## src/rtl/btn_duty_ctrl.sv

```systemverilog
// btn_duty_ctrl: button front end for the LED PWM duty input.
// Synchronises and debounces two raw push-buttons, turns presses and holds
// into step requests (with auto-repeat) and keeps a saturating duty register.
// Ports:
//   clk, rst_n         clock, asynchronous active-low reset
//   button1, button2   raw brighter / dimmer pins, asynchronous to clk
//   duty               registered duty value
//   duty_valid         one-cycle pulse in the cycle duty takes a new value
//   at_max, at_min     registered limit flags, updated with duty
// Press-to-duty latency: 2 sync + DEBOUNCE_CYCLES + step register + duty register.
module btn_duty_ctrl #(
  parameter int unsigned DUTY_W          = 8,
  parameter int unsigned STEP            = 16,
  parameter int unsigned DUTY_INIT       = 128,
  parameter int unsigned DEBOUNCE_CYCLES = 1000000,
  parameter int unsigned REPEAT_DELAY    = 25000000,
  parameter int unsigned REPEAT_RATE     = 5000000,
  parameter bit          BTN_ACTIVE_LOW  = 1'b1
) (
  input  logic              clk,
  input  logic              rst_n,
  input  logic              button1,
  input  logic              button2,
  output logic [DUTY_W-1:0] duty,
  output logic              duty_valid,
  output logic              at_max,
  output logic              at_min
);

  localparam int unsigned DB_W    = $clog2(DEBOUNCE_CYCLES + 1);
  localparam int unsigned TMR_MAX = (REPEAT_DELAY > REPEAT_RATE) ? REPEAT_DELAY : REPEAT_RATE;
  localparam int unsigned TMR_W   = $clog2(TMR_MAX + 1);
  localparam int unsigned SUM_W   = DUTY_W + 1;

  localparam logic [DB_W-1:0]   DB_LAST    = DB_W'(DEBOUNCE_CYCLES - 1);
  localparam logic [TMR_W-1:0]  DELAY_LAST = TMR_W'(REPEAT_DELAY - 1);
  localparam logic [TMR_W-1:0]  RATE_LAST  = TMR_W'(REPEAT_RATE - 1);
  localparam logic [SUM_W-1:0]  DUTY_MAX   = {1'b0, {DUTY_W{1'b1}}};
  localparam logic [SUM_W-1:0]  STEP_X     = SUM_W'(STEP);
  localparam logic [DUTY_W-1:0] INIT_V     = DUTY_W'(DUTY_INIT);
  localparam logic [1:0]        RELEASED   = {2{BTN_ACTIVE_LOW}};

  typedef enum logic [1:0] {IDLE, WAIT, RPT, LOCK} state_e;

  // Index 0 = button1 (brighter), index 1 = button2 (dimmer).
  logic [1:0]       sync1_q, sync2_q, pressed;
  logic [1:0]       deb_q, deb_d;
  logic [DB_W-1:0]  cnt_q [2];
  logic [DB_W-1:0]  cnt_d [2];
  state_e           state_q [2];
  state_e           state_d [2];
  logic [TMR_W-1:0] tmr_q [2];
  logic [TMR_W-1:0] tmr_d [2];
  logic [1:0]       step_q, step_d;
  logic             chord;
  logic [SUM_W-1:0] sum_inc, sum_dec;
  logic [DUTY_W-1:0] duty_next;

  // Two-flop synchroniser, then polarity normalised to pressed = 1.
  always_ff @(posedge clk or negedge rst_n) begin
    if (!rst_n) begin
      sync1_q <= RELEASED;
      sync2_q <= RELEASED;
    end else begin
      sync1_q <= {button2, button1};
      sync2_q <= sync1_q;
    end
  end

  assign pressed = sync2_q ^ RELEASED;

  // Debounce: flip only after DEBOUNCE_CYCLES consecutive mismatching cycles.
  always_comb begin
    deb_d = deb_q;
    for (int i = 0; i < 2; i++) begin
      cnt_d[i] = '0;
      if (pressed[i] != deb_q[i]) begin
        if (cnt_q[i] == DB_LAST) deb_d[i] = ~deb_q[i];
        else                     cnt_d[i] = cnt_q[i] + DB_W'(1);
      end
    end
  end

  assign chord = deb_q[0] & deb_q[1];

  // Per-button press/repeat FSM. IDLE is only ever entered with the debounced
  // level low, so a high level seen in IDLE is a rising edge.
  always_comb begin
    for (int i = 0; i < 2; i++) begin
      state_d[i] = state_q[i];
      tmr_d[i]   = '0;
      step_d[i]  = 1'b0;
      case (state_q[i])
        IDLE: begin
          if (chord) state_d[i] = LOCK;
          else if (deb_q[i]) begin
            state_d[i] = WAIT;
            step_d[i]  = 1'b1;
          end
        end
        WAIT: begin
          if (chord)                     state_d[i] = LOCK;
          else if (!deb_q[i])            state_d[i] = IDLE;
          else if (tmr_q[i] == DELAY_LAST) begin
            state_d[i] = RPT;
            step_d[i]  = 1'b1;
          end else tmr_d[i] = tmr_q[i] + TMR_W'(1);
        end
        RPT: begin
          if (chord)                    state_d[i] = LOCK;
          else if (!deb_q[i])           state_d[i] = IDLE;
          else if (tmr_q[i] == RATE_LAST) step_d[i] = 1'b1;
          else tmr_d[i] = tmr_q[i] + TMR_W'(1);
        end
        LOCK: begin
          if (!deb_q[i]) state_d[i] = IDLE;
        end
        default: state_d[i] = IDLE;
      endcase
    end
  end

  // Debounce and FSM state registers.
  always_ff @(posedge clk or negedge rst_n) begin
    if (!rst_n) begin
      deb_q  <= '0;
      step_q <= '0;
      for (int i = 0; i < 2; i++) begin
        cnt_q[i]   <= '0;
        state_q[i] <= IDLE;
        tmr_q[i]   <= '0;
      end
    end else begin
      deb_q  <= deb_d;
      step_q <= step_d;
      for (int i = 0; i < 2; i++) begin
        cnt_q[i]   <= cnt_d[i];
        state_q[i] <= state_d[i];
        tmr_q[i]   <= tmr_d[i];
      end
    end
  end

  // Saturating duty arithmetic in DUTY_W+1 bits; simultaneous inc/dec cancel.
  always_comb begin
    sum_inc   = {1'b0, duty} + STEP_X;
    sum_dec   = {1'b0, duty} - STEP_X;
    duty_next = duty;
    if (step_q[0] && !step_q[1])
      duty_next = (sum_inc > DUTY_MAX) ? DUTY_MAX[DUTY_W-1:0] : sum_inc[DUTY_W-1:0];
    else if (step_q[1] && !step_q[0])
      duty_next = sum_dec[DUTY_W] ? '0 : sum_dec[DUTY_W-1:0];
  end

  // Duty register and flags.
  always_ff @(posedge clk or negedge rst_n) begin
    if (!rst_n) begin
      duty       <= INIT_V;
      duty_valid <= 1'b0;
      at_max     <= &INIT_V;
      at_min     <= ~|INIT_V;
    end else begin
      duty       <= duty_next;
      duty_valid <= (duty_next != duty);
      at_max     <= &duty_next;
      at_min     <= ~|duty_next;
    end
  end

endmodule

```

## config.mk

```make
export PLATFORM = sky130hd
export DESIGN_NAME = btn_duty_ctrl
export DESIGN_NICKNAME = d
export VERILOG_FILES = /design/src/rtl/btn_duty_ctrl.sv
export SDC_FILE = /design/constraint.sdc
export NUM_CORES = 1
export LEC_CHECK = 0
export ABC_AREA = 1
export BUFFER_PORTS_ARGS = -buffer_cell sky130_fd_sc_hd__buf_4
export CAP_MARGIN = 20
export CORE_MARGIN = 3
export CORE_UTILIZATION = 43
export CTS_BUF_LIST = sky130_fd_sc_hd__clkbuf_4
export DETAILED_ROUTE_END_ITERATION = 12
export PLACE_DENSITY = 0.57
export RECOVER_POWER = 25
export REMOVE_ABC_BUFFERS = 1
export SYNTH_ARGS = -nofsm -noshare
export SYNTH_HDL_FRONTEND = slang
export SYNTH_SLANG_ARGS = --single-unit
```

## constraint.sdc

```tcl
create_clock -name clk -period 5.5 [get_ports clk]
set_input_delay 1.1 -clock clk [delete_from_list [all_inputs] [get_ports clk]]
set_output_delay 1.1 -clock clk [all_outputs]
set_load 0.02 [all_outputs]
```

### After elaboration in Yosys (flattened, before gate mapping)

Index checks and enable logic that the tools add are counted.

| word-level totals | value |
|---|---|
| bits in registers | 113 |
| input bits | 4 |
| output and inout bits | 11 |
| word-level logic and storage cells | 114 |

| cells by class | value |
|---|---|
| muxes and demuxes | 56 |
| order comparisons | 1 |
| equality and inequality tests | 19 |
| bitwise gates (word level) | 4 |
| $add $sub $neg | 6 |
| reduce and logical (&&, ||, !) cells | 13 |

Operator list:

| operator | number |
|---|---|
| $mux W25 | 12 |
| $pmux W25 S2 | 2 |
| $mux W20 | 4 |
| $add A25 B1 Y25 const B | 2 |
| $eq A25 B23 Y1 const B | 2 |
| $eq A25 B25 Y1 const B | 2 |
| $add A20 B1 Y20 const B | 2 |
| $eq A20 B20 Y1 const B | 2 |
| $mux W8 | 4 |
| $mux W2 | 14 |
| $mux W1 | 16 |
| $pmux W2 S4 | 2 |
| $add A8 B5 Y9 const B | 1 |
| $gt A9 B8 Y1 const B | 1 |
| $sub A8 B5 Y9 const B | 1 |
| $eq A2 B2 Y1 const B | 4 |
| $ne A4 B4 Y1 const B | 2 |
| $ne A8 B8 Y1 | 1 |
| $reduce_and A2 Y1 | 4 |
| $reduce_and A8 Y1 | 1 |
| $reduce_or A8 Y1 | 1 |
| $ne A3 B3 Y1 const B | 2 |
| $pmux W1 S3 | 2 |
| $eq A2 B1 Y1 const B | 2 |
| 7 further kinds | 13 |

### Longest topological paths before layout

| depth | value |
|---|---|
| depth in word-level cells | 6 |
| depth in mapped cells | 14 |
| mapped depth without buffers | 14 |

### Least setup slack after synthesis

OpenSTA, ideal clock, no wires.

| timing | value |
|---|---|
| path kind | register -> register |
| start point | register duty[4] |
| end point | register duty_valid |
| buffers on the path | 0 |
| slack | 3.576 ns |
| required time | 5.381 ns |
| arrival | 1.806 ns |
| clock period less this slack | 1.924 ns |
| setup time | 0.119 ns |
| cell stages (with the launch flop) | 14 |
| cell sequence | dfrtp_1 -> inv_1 -> ha_1 -> inv_1 -> nor2_1 -> nand2_1 -> nor2_1 -> nand3_1 -> nand3_1 -> nand2_1 -> nand2_1 -> nand2_1 -> nor2_1 -> nand2_1 |

| on the way | value |
|---|---|
| cells in the longest elaborated chain, start to end | 5 |
| elaborated cells on any way between the ends | 8 |
| those cells by class | add/sub (2); order compare (1); eq/ne (1); mux (4) |

Ends and longest elaborated chain:

| element | RTL line | source |
|---|---|---|
| from (decl) | 24 | `output logic [DUTY_W-1:0] duty,` |
| from (signal assigned) | 163 | `duty <= duty_next;` |
| $add A8 B5 Y9 or $sub A8 B5 Y9 (tied branches) | 146, 147 |  |
| $gt A9 B8 Y1 or $mux W8 (tied branches) | 150, 152 |  |
| $mux W8 (on tied branches) | 150, 151 |  |
| $mux W8 | 149 | `if (step_q[0] && !step_q[1])` |
| $ne A8 B8 Y1 * | 164 | `duty_valid <= (duty_next != duty);` |
| to (signal assigned) | 164 |  |
| to (decl) | 25 | `output logic duty_valid,` |

Mark *: on every way between the ends. The rest lies on a longest branch, timed or not.
A chain may end at the register's enable or synchronous reset.

### Final worst setup path

| timing | value |
|---|---|
| start point | register duty[7] |
| end point | output port duty[7] |

No word-level cell between the ends.

==> qor.csv <==
metric,value,unit
outcome,"finished, final reports clean",
via_count_of_the_first_global_routing_pass,5510,
route.detailed.drc,0,
cp_endpoint_kind,output port,
dieArea,0.0170,mm²
worst_path_max_delay_cell,sky130_fd_sc_hd__dfstp_2,
pin_count,15,
vias_per_cell,5.10,
drv_slew,0,
wirelength,14100,µm
fraction_of_the_mapped_netlist_area_in_adder_cells,2.81,%
power.clock.fraction,40.9,%
synth-compound-area-share,4.99,%
cts_inserted_buffers,17,
utilization,48.6,%
switching_share,24.4,%
die_width,131,µm
cts_hold_buf,0,
gp_congestion,0.949,
cp.required,4.40,ns
htree_levels,4,
synth_top_family_by_area,simple AND/OR/NAND/NOR gates,
power_frac_comb,2.1,%
synth_simple_gate_area_share,34.6,%
global_route_wire_length_before_repair,24800,µm
power.share.sequential,56.9,%
intPower,1.11,mW
drt_pass1_iterations,7,
crit_type,reg -> out,
finalHoldViolCount,0,
clock_tree_from_tritoncts,done,
cts.sinks,113,
dp_slack,3.05,ns
final.setup.worst_slack,3.15,ns
critical_path.n_buffers_inverters,1,
number_of_enable_flip_flop_cells_after_synthesis,0,
die_height,131,µm
worst_slew_pin_slew,0.904,ns
fin_crit_period,2.35,ns
postSynth.topFlopCell,sky130_fd_sc_hd__dfrtp_1,
synth_warnings,0,
cellLeakagePower,3.10,nW
port_buffers,14,
initialDrtViolationCount,328,
worstSkewPairLatency,0.53,ns
fmax,425,MHz
finalNetCount,910,
finalSetupViolCount,0,
drv_cap,0,
cts_repair_resize_count,0,
max_slew_margin,39.7,%
synth.avg_cell_area,7.70,µm²
synth_cells,867,
dp_hpwl,10400,µm
ys_async_sr_fraction,100,%
grt_overflow_total,0,
via_count,5559,
critical-path-max-stage-delay,0.58,ns
wire_per_inst,12.9,µm
share_of_the_yosys_chip_area_belonging_to_registers,42.5,%
syn_to_final_growth,8.23,%
setup-tns-final,0,ns
irDropWorstVdd,0.225,mV
pin_count_of_the_biggest_net_entering_global_routing,72,
postCtsSetupBuffers,0,
floorplan.initialDensity,44.9,%
yosysUniqueCellTypes,40,
synth.cell_area,0.00667,mm²
rsz_0062_raised_after_global_routing,false,
num_rows,44,
ant_nets,0,
start_kind,flop,
fin_skew,0.0158,ns
post_route_cells_drive_above_1_share,9.96,%
worstPathCellList,buf_4,
power-per-cell-area,204,mW/mm²
timing.critical_path.arrival,1.25,ns
groute.usage.overall,18.0,%
critical_path_peak_fanout,5,
net-switching-power,361,µW
timing.critical_path.max_delay_family,flip-flops,
clkSlewWorstSetupHoldPaths,0.10,ns
clock_path_buffers,2,
fin_area,0.00722,mm²
floorplan.core_area,0.0149,mm²
grt_antenna_before_repair,1,
post_place_cell_area,0.00694,mm²
post_synth_mux_area_share,0,%
min_period_over_period,42.7,%
synth_seq_cells,113,
timing.hold.worst.class,reg -> reg,
ctsRootBufferMaster,sky130_fd_sc_hd__clkbuf_4,
synth_xor_area_share,6.69,%
## Yosys cell counts (2+ instances only)
cell / n / share of area (%)
sky130_fd_sc_hd__nor2_1: 145 / 8.2
sky130_fd_sc_hd__xor2_1: 41 / 5.4
sky130_fd_sc_hd__nand2_2: 6 / 0.56
sky130_fd_sc_hd__nor3_1: 36 / 2.7
sky130_fd_sc_hd__dfrtp_1: 108 / 41
sky130_fd_sc_hd__o211ai_1: 3 / 0.34
sky130_fd_sc_hd__ha_1: 15 / 2.8
sky130_fd_sc_hd__buf_2: 5 / 0.37
sky130_fd_sc_hd__nand3_1: 67 / 5.0
sky130_fd_sc_hd__o21ai_0: 26 / 2.0
sky130_fd_sc_hd__a31oi_1: 3 / 0.28
sky130_fd_sc_hd__nor2_2: 8 / 0.75
sky130_fd_sc_hd__nor4_1: 7 / 0.66
sky130_fd_sc_hd__nor3b_1: 2 / 0.22
sky130_fd_sc_hd__o21a_1: 3 / 0.34
sky130_fd_sc_hd__o21bai_1: 2 / 0.22
sky130_fd_sc_hd__a21oi_1: 17 / 1.3
sky130_fd_sc_hd__inv_2: 6 / 0.34
sky130_fd_sc_hd__nor4_4: 2 / 0.64
sky130_fd_sc_hd__nand3b_1: 7 / 0.79
sky130_fd_sc_hd__nor3_2: 8 / 1.2
sky130_fd_sc_hd__dfstp_2: 5 / 2.0
sky130_fd_sc_hd__buf_6: 4 / 0.67
sky130_fd_sc_hd__nor2_4: 3 / 0.51
sky130_fd_sc_hd__nand2_1: 156 / 8.8
sky130_fd_sc_hd__inv_1: 124 / 7.0
sky130_fd_sc_hd__nand4_1: 33 / 3.1
sky130_fd_sc_hd__nor4_2: 2 / 0.37
sky130_fd_sc_hd__nand3_2: 3 / 0.45
sky130_fd_sc_hd__xnor2_1: 10 / 1.3
## layer usage
metal | wire [µm] | track usage, %
met1 | 6630 | 23.3
met2 | 6720 | 29.4
met3 | 455 | 4.72
met4 | 289 | 6.05
met5 | 0 | 0
## power by group through the flow
stage,combinational [mW],clock [mW],sequential [mW]
2_1_floorplan,0.0117,0,0.855
3_3_place_gp,0.0330,0,0.855
3_5_place_dp,0.0341,0,0.856
4_1_cts,0.0342,0.636,0.840
5_1_grt,0.0381,0.674,0.841
6_report,0.0317,0.604,0.840
## cell type report
class	instances	area [µm²]
repair buffers	15	113
fillers	1448	7640
flip-flops and latches	113	2830
inverters	130	488
clock inverters	14	143
multi-input cells	614	3270
diodes	2	5.00
clock buffers	18	135
well taps	184	230
## sequential cells by signal (all words and copies together) (netlist names)
| name | count |
|---|---|
| tmr_q | 50 |
| cnt_q | 40 |
| duty | 8 |
| state_q | 4 |
| deb_q | 2 |
| step_q | 2 |
| sync1_q | 2 |
| sync2_q | 2 |
| at_max | 1 |
| at_min | 1 |
| duty_valid | 1 |
## cells in the final DEF, fill, tap and decap left out, types with 17 or more instances in the layout
cell type,count
sky130_fd_sc_hd__nor3_1,36
sky130_fd_sc_hd__a21oi_1,17
sky130_fd_sc_hd__dfrtp_1,108
sky130_fd_sc_hd__clkbuf_4,20
sky130_fd_sc_hd__nand4_1,33
sky130_fd_sc_hd__xor2_1,41
sky130_fd_sc_hd__o21ai_0,26
sky130_fd_sc_hd__nor2_1,146
sky130_fd_sc_hd__inv_1,124
sky130_fd_sc_hd__nand2_1,156
sky130_fd_sc_hd__nand3_1,67
## path summary, 6_finish.rpt
| kind | start | to | slack (ns) | depth (start not counted) |
|---|---|---|---|---|
| worst max-delay path | duty[7]$_DFF_PN1_ | duty[7] | 3.15 | 1 |
| worst min-delay path | sync1_q[0]$_DFF_PN1_ | sync2_q[0]$_DFF_PN1_ | 0.36 | 0 |
| worst max register to register | duty[4]$_DFF_PN0_ | duty_valid$_DFF_PN0_ | 3.35 | 13 |
| worst min register to register | sync1_q[0]$_DFF_PN1_ | sync2_q[0]$_DFF_PN1_ | 0.36 | 0 |
| max in group asynchronous | rst_n | sync2_q[1]$_DFF_PN1_ | 3.70 | 2 |
| min in group asynchronous | rst_n | tmr_q[33]$_DFF_PN0_ | 0.68 | 1 |
## through the flow
| stage | std cells | power (mW) | hold WS [ns] |
|---|---|---|---|
| after floorplan | 857 | 0.867 | 0.345 |
| after global placement | 1056 | 0.889 | 0.346 |
| after detailed placement | 1056 | 0.890 | 0.347 |
| final | 1090 | 1.48 | 0.361 |
| after global routing | 1090 | 1.55 | 0.367 |
| after CTS | 1088 | 1.51 | 0.362 |
## kinds of logic (layout without fill, tap and decap cells)
family / count (synthesis) / after routing
DFF: 113 / 113
adders and majority gates: 15 / 15
buffers and inverters: 140 / 177
other: 0 / 2
and+or+nand+nor: 489 / 489
AOI/OAI and AO/OA: 59 / 59
xor gates and xnor gates: 51 / 51
(Power assumes the default switching activity.)
